[config.mk]
export PLATFORM = sky130hd
export DESIGN_NAME = mips32_mem_arbiter
export DESIGN_NICKNAME = d
export VERILOG_FILES = /design/src/rtl/mips32_mem_arbiter.sv
export SDC_FILE = /design/constraint.sdc
export NUM_CORES = 1
export LEC_CHECK = 0
export BUFFER_PORTS_ARGS = -buffer_cell sky130_fd_sc_hd__buf_2
export CORE_AREA = 2 2 108 110
export CTS_CLUSTER_SIZE = 20
export DETAILED_ROUTE_END_ITERATION = 8
export DIE_AREA = 0 0 110 112
export GPL_TIMING_DRIVEN = 0
export MAX_ROUTING_LAYER = met4
export SLEW_MARGIN = 40
export SYNTH_ARGS = -nofsm -noshare
export SYNTH_HDL_FRONTEND = slang
export SYNTH_SLANG_ARGS = --single-unit
[constraint.sdc]
create_clock -name clk -period 3.5 [get_ports clk]
set_clock_uncertainty 0.05 [all_clocks]
set_input_delay 0.525 -clock clk [delete_from_list [all_inputs] [get_ports clk]]
set_output_delay 0.525 -clock clk [all_outputs]
set_load 0.02 [all_outputs]
[src/rtl/mips32_mem_arbiter.sv]
// Arbitrates the single-port unified memory between IF, MEM and DBG (DBG > MEM > IF) and
// steers 1-cycle read responses back by tag. Optional IF starvation guard: MEM_ARB_STARVE_GUARD_EN.
module mips32_mem_arbiter #(
    parameter int DATA_W     = 32,
    parameter int ADDR_W     = 10,
    parameter int STARVE_MAX = 4
) (
    input  logic              clk,
    input  logic              rst,
    input  logic              halted,
    input  logic              if_req,
    input  logic [ADDR_W-1:0] if_addr,
    output logic              if_gnt,
    output logic              if_rvalid,
    output logic [DATA_W-1:0] if_rdata,
    input  logic              mem_req,
    input  logic              mem_we,
    input  logic [ADDR_W-1:0] mem_addr,
    input  logic [DATA_W-1:0] mem_wdata,
    output logic              mem_gnt,
    output logic              mem_rvalid,
    output logic [DATA_W-1:0] mem_rdata,
    input  logic              dbg_req,
    input  logic              dbg_we,
    input  logic              dbg_lock,
    input  logic [ADDR_W-1:0] dbg_addr,
    input  logic [DATA_W-1:0] dbg_wdata,
    output logic              dbg_gnt,
    output logic              dbg_rvalid,
    output logic [DATA_W-1:0] dbg_rdata,
    output logic              ram_en,
    output logic              ram_we,
    output logic [ADDR_W-1:0] ram_addr,
    output logic [DATA_W-1:0] ram_wdata,
    input  logic [DATA_W-1:0] ram_rdata
);

    localparam logic [0:0] ST_NORMAL     = 1'b0;
    localparam logic [0:0] ST_DBG_LOCKED = 1'b1;

    localparam logic [1:0] TAG_NONE = 2'd0;
    localparam logic [1:0] TAG_IF   = 2'd1;
    localparam logic [1:0] TAG_MEM  = 2'd2;
    localparam logic [1:0] TAG_DBG  = 2'd3;

    logic [0:0] state_q, state_d;
    logic [1:0] tag_q, tag_d;
    logic       if_eff;
    logic       lock_active;
    logic       if_force;

    assign if_eff      = if_req && !halted;
    // Once lock drops, the same cycle already arbitrates normally.
    assign lock_active = (state_q == ST_DBG_LOCKED) && dbg_lock;

`ifdef MEM_ARB_STARVE_GUARD_EN
    logic [2:0] starve_q;

    assign if_force = !lock_active && if_eff && (starve_q == 3'(STARVE_MAX));

    always_ff @(posedge clk or posedge rst) begin
        if (rst) begin
            starve_q <= 3'd0;
        end else if (if_gnt || !if_req || halted) begin
            starve_q <= 3'd0;
        end else if ((state_q == ST_NORMAL) && (starve_q != 3'(STARVE_MAX))) begin
            starve_q <= starve_q + 3'd1;
        end
    end
`else
    assign if_force = 1'b0;
`endif

    // Grants are held low during reset so every output reads zero while rst=1.
    always_comb begin
        // NOTE: every combinational output gets a default first so no latch is inferred.
        if_gnt  = 1'b0;
        mem_gnt = 1'b0;
        dbg_gnt = 1'b0;
        if (!rst) begin
            if (lock_active) begin
                dbg_gnt = dbg_req;
            end else if (if_force) begin
                if_gnt = 1'b1;
            end else if (dbg_req) begin
                dbg_gnt = 1'b1;
            end else if (mem_req) begin
                mem_gnt = 1'b1;
            end else if (if_eff) begin
                if_gnt = 1'b1;
            end
        end
    end

    always_comb begin
        ram_en    = if_gnt || mem_gnt || dbg_gnt;
        ram_we    = 1'b0;
        ram_addr  = '0;
        ram_wdata = '0;
        tag_d     = TAG_NONE;
        if (dbg_gnt) begin
            ram_we    = dbg_we;
            ram_addr  = dbg_addr;
            ram_wdata = dbg_wdata;
            if (!dbg_we) tag_d = TAG_DBG;
        end else if (mem_gnt) begin
            ram_we    = mem_we;
            ram_addr  = mem_addr;
            ram_wdata = mem_wdata;
            if (!mem_we) tag_d = TAG_MEM;
        end else if (if_gnt) begin
            ram_addr  = if_addr;
            tag_d     = TAG_IF;
        end
    end

    always_comb begin
        state_d = state_q;
        case (state_q)
            ST_NORMAL:     if (dbg_gnt && dbg_lock) state_d = ST_DBG_LOCKED;
            ST_DBG_LOCKED: if (!dbg_lock)           state_d = ST_NORMAL;
            default:                                state_d = ST_NORMAL;
        endcase
    end

    always_ff @(posedge clk or posedge rst) begin
        if (rst) begin
            state_q <= ST_NORMAL;
            tag_q   <= TAG_NONE;
        end else begin
            // NOTE: sequential state uses non-blocking assignments so all registers update together.
            state_q <= state_d;
            tag_q   <= tag_d;
        end
    end

    assign if_rvalid  = (tag_q == TAG_IF);
    assign mem_rvalid = (tag_q == TAG_MEM);
    assign dbg_rvalid = (tag_q == TAG_DBG);
    assign if_rdata   = if_rvalid  ? ram_rdata : '0;
    assign mem_rdata  = mem_rvalid ? ram_rdata : '0;
    assign dbg_rdata  = dbg_rvalid ? ram_rdata : '0;

endmodule
# After elaboration in Yosys (flattened, before gate mapping)
# Cells that the tools add are included.
# word_totals
register_bits	3
output_inout_bits	146
wordCells	42
# op_classes
eq_ne	3
muxes	30
n_bitwise	1
n_reduce_logical	6
# ops
op	n
2-to-1 mux 32 bit	5
2-to-1 mux 10 bit	3
2-to-1 mux 1 bit	17
2-to-1 mux 2 bit	4
equality test 2 bit, second input constant	2
logical AND 1 bit	3
equality test 2 x 1 -> 1 bit, second input constant	1
logical OR 1 bit	2
case mux 1 bit (2 select lines)	1
zero test 1 bit	1
inverter 1 bit	1

# Longest topological paths before layout
# Gate-level depths: netlist of the first run.
# logic_depth
ltp_word	10
mapped_depth	6

# Worst setup path before layout of the first run
# OpenSTA, ideal clock, no wires.
# synth_path
path_type	input to output
from	input dbg_req
to	output ram_addr[9]
arrival_ps	1402
slack_ps	1523
cell_stages	2
path_buffers	0
cell_sequence	a211o_2 o21ai_0
# synth_via
elab_chain_cells	6
word_cells_on_any_way	12
# synth_lines
element	line_no	rtl
start, declared	23	input logic dbg_req,
2-to-1 mux 1 bit	85	end else if (dbg_req) begin
2-to-1 mux 1 bit	81	if (lock_active) begin
2-to-1 mux 1 bit	80	if (!rst) begin
2-to-1 mux 10 bit	111	end else if (if_gnt) begin
2-to-1 mux 10 bit	106	end else if (mem_gnt) begin
2-to-1 mux 10 bit *	101	if (dbg_gnt) begin
end, declared	33	output logic [ADDR_W-1:0] ram_addr,
# Every way passes the cells marked *; elsewhere a longest branch is shown, timed or not.

# Worst setup path in the final report of the first run
# layout_path
from	register tag_q[0]
to	output mem_rdata[16]
# layout_via
elab_chain_cells	2
# layout_lines
element	line_no	rtl
start, declared	47	logic [1:0] tag_q, tag_d;
start signal, assigned	133	tag_q <= tag_d;
equality test 2 bit	138	assign mem_rvalid = (tag_q == TAG_MEM);
2-to-1 mux 32 bit	141	assign mem_rdata = mem_rvalid ? ram_rdata : '0;
end, declared	22	output logic [DATA_W-1:0] mem_rdata,
# Every way passes these cells.

==> flow_metrics.py, run 1 <==
metrics = {
    "outcome": {
        "status": "completed",
    },
    "pwr": {
        "clock_power_share_pct": 32.0,
        "p_leak_uw": 0.00206,
        "p_sw_share_pct": 40.2,
        "comb_power_share_pct": 60.7,
        "p_total_uw": 562,
        "seqPwrFrac_pct": 7.3,
        "vdd_drop_max_mv": 0.164,
        "p_sw_uw": 226,
        "internal-power_uw": 336,
        "powerDensity_nw_per_um2": 183,
    },
    "routing": {
        "vias_per_cell": 4.11,
        "num_vias": 2584,
        "drt_iter0_drc": 112,
        "drt_wl_total_um": 7590,
        "ant_nets": 0,
        "wl_per_cell_um": 12.1,
        "drc": 0,
        "first_pass_iters": 4,
    },
    "setup_path": {
        "crit_path_start_kind": "flop",
        "reg2reg_from": "state_q$_DFF_PP0_",
        "end_kind": "primary output",
        "r2r_end": "tag_q[1]$_DFF_PP0_",
        "path_cells": "and2b_1 > clkbuf_1 > and2_1 > buf_2",
        "max_stage_delay_ns": 0.48,
        "path_class": "flop to primary output",
        "crit_slowest_cell": "dfrtp_1",
        "cp.arrival_ns": 1.79,
        "worst-path-buf-inv": 2,
        "r2r_cells": 5,
        "critical_path.max_fanout": 10,
        "cp_top_family": "simple AND/OR/NAND/NOR gates",
        "ff2ff_setup_slack_ns": 2.13,
        "crit_required_ns": 2.92,
    },
    "timing": {
        "setup_tns_ns": 0,
        "setup_viol_count_final": 0,
        "hold_viol": 0,
        "rsz0062_at_grt": "no",
        "max_slew_margin_pct": 72.3,
        "drv_slew": 0,
        "fin_crit_sh_pct": 67.6,
        "fin_crit_ns": 2.37,
        "fmax_mhz": 423,
        "worst_slack_ns": 1.13,
        "worstMarginPinSlew_ns": 0.415,
    },
    "global_routing": {
        "grt_pass1_vias": 2144,
        "busiest_layer": "met2",
        "grt_pass1_wl_um": 10400,
        "grt_max_degree": 11,
        "use_met1_pct": 12.5,
        "antenna_found_initial": 0,
        "grtUsageMet2_pct": 19.8,
        "groute.usage.overall_pct": 10.9,
        "met3_usage_pct": 0.703,
        "overflow": 0,
    },
    "placed_design": {
        "pre_cts_slack_ns": 1.16,
        "dpl.hpwl_um": 6410,
        "portBuffers": 280,
        "gp_congestion": 0.763,
        "dpl_cell_area_sq_um": 2990,
    },
    "clock_network": {
        "htreeDepth": 1,
        "cts_tree": "done",
        "clockRootBuffer": "clkbuf_16",
        "clk_pin_slew_ns": 0.03,
        "clock_path_buffers": 2,
        "worstSkewPairLatency_ns": 0.22,
        "post_cts_buffers": 0,
        "cts.sinks": 3,
        "cts_resized": 0,
        "numCtsBuffers": 3,
        "hold_buffers": 0,
    },
    "synth": {
        "seq_area_frac_synth_pct": 5.34,
        "synth_top_family_by_area": "simple AND/OR/NAND/NOR gates",
        "synth_nets": 336,
        "ys_seq_elements": 3,
        "synthDistinctLibCells": 24,
        "yosys.area_share.simple_pct": 49.7,
        "synth_fa_ha_area_share_pct": 0,
        "synth_cells": 201,
        "synth_xor_area_share_pct": 0,
        "ys_warn_count": 0,
        "synth_compound_area_share_pct": 33.1,
        "netlist_area_sq_um": 1410,
        "muxShareOfSynthArea_pct": 0,
        "syn_avg_cell_area_sq_um": 6.99,
    },
    "floorplanning": {
        "start_util_pct": 12.6,
        "dieArea_sq_um": 12300,
        "io_pins": 281,
        "die_w_um": 110,
        "rows": 39,
        "core_area_sq_um": 11200,
        "die_height_um": 112,
    },
    "flow_run": {
        "cap_violations": 0,
    },
    "final_layout": {
        "layout_common_cells": "289 x buf_2, 65 x and2_1, 33 x a22o_1, 32 x and3_1, 12 x nand2_1",
        "syn2layout_area_growth_pct": 118,
        "diodes": 0,
        "final_common_cell": "buf_2",
        "final_util_pct": 27.4,
        "drive_above_1_share_pct": 62.3,
        "final_nets": 621,
        "finalInstanceArea_sq_um": 3060,
    },
    "worst_hold_path": {
        "hp-class": "input pin to async pin",
    },
}
[cell families after synthesis]
logic type | Yosys count
AND/OR/NAND/NOR | 115
AO/OA/AOI/OAI | 59
flip-flops | 3
buffers and inverters | 24
[final cells by class]
cell class	count	area [sq um]
Sequential cell	3	75.1
Buffer	22	159
Inverter	2	7.51
Timing Repair Buffer	280	1400
Multi-Input combinational cell	174	1160
Tap cell	143	179
Clock buffer	4	78.8
Fill cell	1244	8110
[worst register-to-register path, cell delays in order, from the launching register on]
cell	delay, ns
dfrtp_1	0.39
a211oi_2	0.29
and2_4	0.20
buf_12	0.13
buf_12	0.12
o2bb2ai_1	0.11
[stage by stage]
stage | std cells | hold WS [ns]
floorplan | 201 | 0.237
global placement | 624 | 0.383
detailed placement | 624 | 0.388
CTS | 628 | 0.155
global route | 628 | 0.165
finish | 628 | 0.155
[power by group through the flow]
stage                     Clock [uW]  Sequential, uW  Combinational (uW)
after detailed placement           0            42.0                 342
after floorplan                    0            39.3                 182
after global placement             0            41.8                 342
after CTS                        183            41.6                 343
final                            180            41.1                 341
after global routing             189            42.0                 369
[synth_stat cells, drive strengths merged]
library cell,n,area [sq um]
and2,67,423
a22o,33,289
and3,32,200
buf,13,125
nand2,12,45.0
o21ai,11,55.1
a22oi,10,75.1
clkbuf,9,33.8
dfrtp,3,75.1
inv,2,7.50
a211o,1,10.0
a211oi,1,12.5
and2b,1,7.51
nor2,1,3.75
nor2b,1,6.26
nor3b,1,12.5
o21a,1,7.51
o21bai,1,7.51
o2bb2ai,1,8.76
[registers in the layout, indices dropped and copies added (netlist names)]
| name | count |
|---|---|
| tag_q | 2 |
| state_q | 1 |
[worst max-delay path by stage]
stage,start,end,depth (start not counted)
3_3_place_gp,rst,ram_addr[9],8
2_1_floorplan,dbg_req,ram_addr[9],2
5_1_grt,tag_q[0]$_DFF_PP0_,if_rdata[27],4
3_5_place_dp,rst,ram_addr[9],8
6_report,tag_q[0]$_DFF_PP0_,mem_rdata[16],4
4_1_cts,tag_q[0]$_DFF_PP0_,if_rdata[21],4
[routing by layer]
| metal | routed length (um) | vias up |
|---|---|---|
| met1 | 2970 | 1124 |
| met5 | 0 | - |
| met3 | 669 | 8 |
| met4 | 129 | 0 |
| met2 | 3810 | 164 |
| li1 | - | 1288 |
No activity file was read; power rests on OpenSTA's default activity.
==> inputs of run 2 (changes only) <==
- clock period: 3.5 -> 2.3 ns (I/O delays scaled with it)
==> run 2 against run 1 <==
- critical path type unchanged
- clock-buffer cell count stayed put
- die area stayed put
- cell area is 0.45% higher
- routed wire length is 0.17% higher
- largest power group unchanged
==> flow_metrics.py, run 2 (synthesis results as in run 1) <==
metrics = {
    "pwr": {
        "vdd_drop_max_mv": 0.250,
        "p_total_uw": 856,
        "powerDensity_nw_per_um2": 278,
        "p_leak_uw": 0.00207,
    },
    "setup_path": {
        "r2r_end": "tag_q[1]$_DFF_PP0_",
        "startpoint": "tag_q[0]$_DFF_PP0_",
        "crit_path_start_kind": "flop",
        "critical_path.max_fanout": 10,
        "path_class": "flop to primary output",
        "ff2ff_setup_slack_ns": 0.93,
        "reg2reg_from": "state_q$_DFF_PP0_",
        "r2r_cells": 5,
        "crit_required_ns": 1.90,
        "crit_end": "mem_rdata[6]",
        "cp.arrival_ns": 1.73,
        "end_kind": "primary output",
    },
    "worst_hold_path": {
        "hp-class": "input pin to flop",
    },
    "final_layout": {
        "reg.largest.list": "tag_q (2), state_q (1)",
        "final_common_cell": "buf_2",
        "drive_above_1_share_pct": 62.6,
        "largest_reg_flops": 2,
        "diodes": 0,
        "final_nets": 622,
        "layout_common_cells": "289 x buf_2, 65 x and2_1, 33 x a22o_1, 32 x and3_1, 12 x nand2_1",
        "regMostFlops": "tag_q",
        "final_util_pct": 27.5,
        "syn2layout_area_growth_pct": 119,
    },
    "timing": {
        "drv_slew": 0,
        "fin_crit_ns": 2.12,
        "rsz0062_at_grt": "no",
        "fin_crit_sh_pct": 92.2,
        "hold_viol": 0,
        "worst_slack_ns": 0.179,
        "fmax_mhz": 472,
        "holdWs_ns": 0.316,
        "setup_viol_count_final": 0,
        "setup_tns_ns": 0,
        "max_slew_margin_pct": 72.5,
        "worstMarginPinSlew_ns": 0.413,
    },
    "clock_network": {
        "clock_path_buffers": 2,
        "clockRootBuffer": "clkbuf_16",
        "post_cts_buffers": 0,
        "numCtsBuffers": 3,
        "cts_tree": "done",
        "htreeDepth": 1,
        "worstSkewPairLatency_ns": 0.22,
        "cts.sinks": 3,
        "clk_pin_slew_ns": 0.03,
    },
    "routing": {
        "num_vias": 2583,
        "drt_iter0_drc": 98,
        "first_pass_iters": 4,
        "wl_per_cell_um": 12.1,
        "drt_wl_total_um": 7600,
        "drc": 0,
        "vias_per_cell": 4.11,
        "ant_nets": 0,
    },
    "global_routing": {
        "groute.usage.overall_pct": 10.9,
        "antenna_found_initial": 0,
        "overflow": 0,
        "grt_pass1_wl_um": 10400,
        "grt_max_degree": 11,
        "grt_pass1_vias": 2146,
    },
    "outcome": {
        "status": "completed",
    },
    "floorplanning": {
        "die_w_um": 110,
        "start_util_pct": 12.6,
        "io_pins": 281,
        "core_area_sq_um": 11200,
        "dieArea_sq_um": 12300,
        "rows": 39,
        "die_height_um": 112,
    },
    "placed_design": {
        "gp_congestion": 0.763,
        "portBuffers": 280,
        "pre_cts_slack_ns": 0.256,
        "dpl.hpwl_um": 6410,
    },
    "flow_run": {
        "cap_violations": 0,
    },
}
==> run 2: cell count changes in the layout (fill, tap and decap cells not counted) <==
cell           previous run  this run
clkbuf_1                 10         9
clkbuf_2                  0         1
dlygate4sd3_1             0         1
nor2b_1                   1         0
nor2b_2                   0         1
==> run 2: metrics by stage <==
stage               area, sq um  cells
detailed placement         2990    624
CTS                        3070    629
floorplan                  1410    201
global placement           2990    624
global route               3080    629
finish                     3080    629
==> run 2: critical path, stage by stage, from the launching register on <==
cell and delay, ns:
dfrtp_1 0.48, and2b_1 0.39, clkbuf_1 0.31, and2_1 0.17, buf_2 0.16
==> run 2: metal layers <==
layer	GRT usage [%]	wire length, um	vias to the layer above
li1	-	-	1293
met1	12.4	2980	1122
met2	19.8	3810	160
met3	0.703	680	8
met4	3.71	129	0
met5	-	0	-
==> run 2: repair_timing <==
item                                   CTS  global route
setup endpoints to repair                0            31
endpoints found under the hold margin    3             0
resized for setup                        0             3
hold buffers                             1             0
==> run 2: worst min-delay path by stage <==
stage,startpoint,to,slack (ns),cells after the start
finish,dbg_we,tag_q[0]$_DFF_PP0_,0.32,2
global placement,rst,state_q$_DFF_PP0_,0.20,2
CTS,dbg_we,tag_q[0]$_DFF_PP0_,0.32,2
detailed placement,rst,state_q$_DFF_PP0_,0.21,2
global route,dbg_we,tag_q[0]$_DFF_PP0_,0.32,2
floorplan,rst,state_q$_DFF_PP0_,0.06,1
==> run 2: power breakdown <==
group | internal (uW) | switching [uW]
sequential | 56.2 | 6.35
clock | 229 | 45.2
combinational | 228 | 292
==> run 2: final cells by class <==
type	count	area, sq um
Tap cell	143	179
Fill cell	1242	8100
Buffer	22	160
Sequential cell	3	75.1
Inverter	2	7.51
Multi-Input combinational cell	174	1170
Clock buffer	4	78.8
Timing Repair Buffer	281	1410
==> inputs of run 3 (changes only) <==
- GPL_TIMING_DRIVEN: 0 -> default
==> run 3 against run 2 <==
- sequential power down 3.4%
- worst setup slack better by 0.049 ns
- largest cell class unchanged
- die area unchanged
- register-to-register slack barely moved
- critical path depth stayed put
- non-clock buffer count is 12 lower
- final cell count shrank 1.9%
- maximum frequency up 2.4%
- cell area fell by 2.4%
- via count fell by 1.4%
==> flow_metrics.py, run 3 (synthesis results as in run 1) <==
metrics = {
    "outcome": {
        "status": "completed",
    },
    "final_layout": {
        "diodes": 0,
        "syn2layout_area_growth_pct": 114,
        "final_nets": 610,
        "final_util_pct": 26.9,
        "drive_above_1_share_pct": 63.3,
        "regMostFlops": "tag_q",
        "layout_common_cells": "280 x buf_2, 65 x and2_1, 33 x a22o_1, 32 x and3_1, 12 x nand2_1",
        "reg.largest.list": "tag_q (2), state_q (1)",
        "final_common_cell": "buf_2",
        "largest_reg_flops": 2,
        "nFillCells": 1240,
    },
    "clock_network": {
        "clk_pin_slew_ns": 0.03,
        "cts.sinks": 3,
        "numCtsBuffers": 3,
        "htreeDepth": 1,
        "worstSkewPairLatency_ns": 0.22,
        "cts_resized": 0,
        "clock_path_buffers": 2,
        "post_cts_buffers": 0,
        "hold_buffers": 1,
        "cts_tree": "done",
        "clockRootBuffer": "clkbuf_16",
    },
    "routing": {
        "num_vias": 2547,
        "drt_wl_total_um": 7440,
        "ant_nets": 0,
        "wl_per_cell_um": 12.1,
        "drt_iter0_drc": 87,
        "first_pass_iters": 4,
        "vias_per_cell": 4.13,
        "drc": 0,
    },
    "pwr": {
        "p_sw_uw": 338,
        "powerDensity_nw_per_um2": 281,
        "p_leak_uw": 0.00203,
        "clock_power_share_pct": 32.5,
        "vdd_drop_max_mv": 0.279,
        "p_sw_share_pct": 40.0,
        "internal-power_uw": 508,
        "seqPwrFrac_pct": 7.1,
        "comb_power_share_pct": 60.4,
    },
    "setup_path": {
        "critical_path.max_fanout": 35,
        "max_stage_delay_ns": 0.41,
        "path_cells": "a211oi_2 > and2_4 > a22o_1 > buf_2",
        "path_class": "flop to primary output",
        "crit_slowest_cell": "and2_4",
        "end_kind": "primary output",
        "crit_required_ns": 1.90,
        "crit_path_start_kind": "flop",
        "cp_top_family": "compound AO/OA/AOI/OAI gates",
        "cp.arrival_ns": 1.68,
        "worst-path-buf-inv": 1,
    },
    "global_routing": {
        "antenna_found_initial": 0,
        "grt_pass1_vias": 2153,
        "groute.usage.overall_pct": 10.9,
        "grt_pass1_wl_um": 10500,
        "grt_max_degree": 36,
        "overflow": 0,
    },
    "floorplanning": {
        "die_w_um": 110,
        "io_pins": 281,
        "rows": 39,
        "dieArea_sq_um": 12300,
        "core_area_sq_um": 11200,
        "die_height_um": 112,
        "start_util_pct": 12.6,
    },
    "timing": {
        "fin_crit_sh_pct": 90.1,
        "fmax_mhz": 483,
        "hold_viol": 0,
        "rsz0062_at_grt": "no",
        "setup_tns_ns": 0,
        "fin_crit_ns": 2.07,
        "setup_viol_count_final": 0,
        "drv_slew": 0,
        "worstMarginPinSlew_ns": 0.364,
        "max_slew_margin_pct": 75.7,
    },
    "placed_design": {
        "dpl.hpwl_um": 6250,
        "gp_congestion": 0.786,
        "portBuffers": 280,
    },
    "worst_hold_path": {
        "hp-class": "input pin to flop",
    },
    "flow_run": {
        "cap_violations": 0,
    },
}
run 3: final timing paths:
check                                   from            endpoint  slack, ns  cells past startpoint
max                        state_q$_DFF_PP0_       ram_wdata[21]       0.23                      4
min                                   dbg_we  tag_q[1]$_DFF_PP0_       0.30                      2
max reg2reg                state_q$_DFF_PP0_  tag_q[1]$_DFF_PP0_       0.92                      3
min reg2reg                state_q$_DFF_PP0_   state_q$_DFF_PP0_       0.50                      1
max in group asynchronous                rst   state_q$_DFF_PP0_       1.54                      3
min in group asynchronous                rst  tag_q[1]$_DFF_PP0_       0.53                      3
run 3: final cells by class:
| class | instances | area [sq um] | share of cell area (%) |
|---|---|---|---|
| sequential | 3 | 75.1 | 2.50 |
| tap | 143 | 179 | 5.95 |
| inverter | 2 | 7.51 | 0.250 |
| multi-input combinational | 174 | 1170 | 38.8 |
| timing repair buffer | 291 | 1500 | 49.9 |
| clock buffer | 4 | 78.8 | 2.62 |
run 3: power by group through the flow:
stage / sequential [uW] / clock [uW] / combinational [uW]
floorplan: 59.8 / 0 / 276
CTS: 61.0 / 280 / 515
global placement: 61.4 / 0 / 514
finish: 60.4 / 275 / 511
global route: 61.3 / 284 / 556
detailed placement: 61.6 / 0 / 512
run 3: stage by stage:
stage                     cell area [sq um]  cells  setup WS (ns)  total power, uW  hold WS (ns)
after global placement                 2920    612          0.398              575         0.201
after detailed placement               2920    612          0.387              573         0.203
after floorplan                        1410    201          0.614              336        0.0570
after CTS                              3010    617          0.216              855         0.301
final                                  3010    617          0.228              846         0.303
after global routing                   3010    617          0.110              901         0.309
run 3: routing by layer:
layer / routed length (um) / vias up / part of all wire [%] / track usage [%]
li1: - / 1267 / - / -
met1: 2800 / 1124 / 38 / 12.0
met2: 3920 / 154 / 53 / 20.7
met3: 667 / 2 / 9.0 / 0.761
met4: 51 / 0 / 0.69 / 2.78
met5: 0 / - / 0 / -
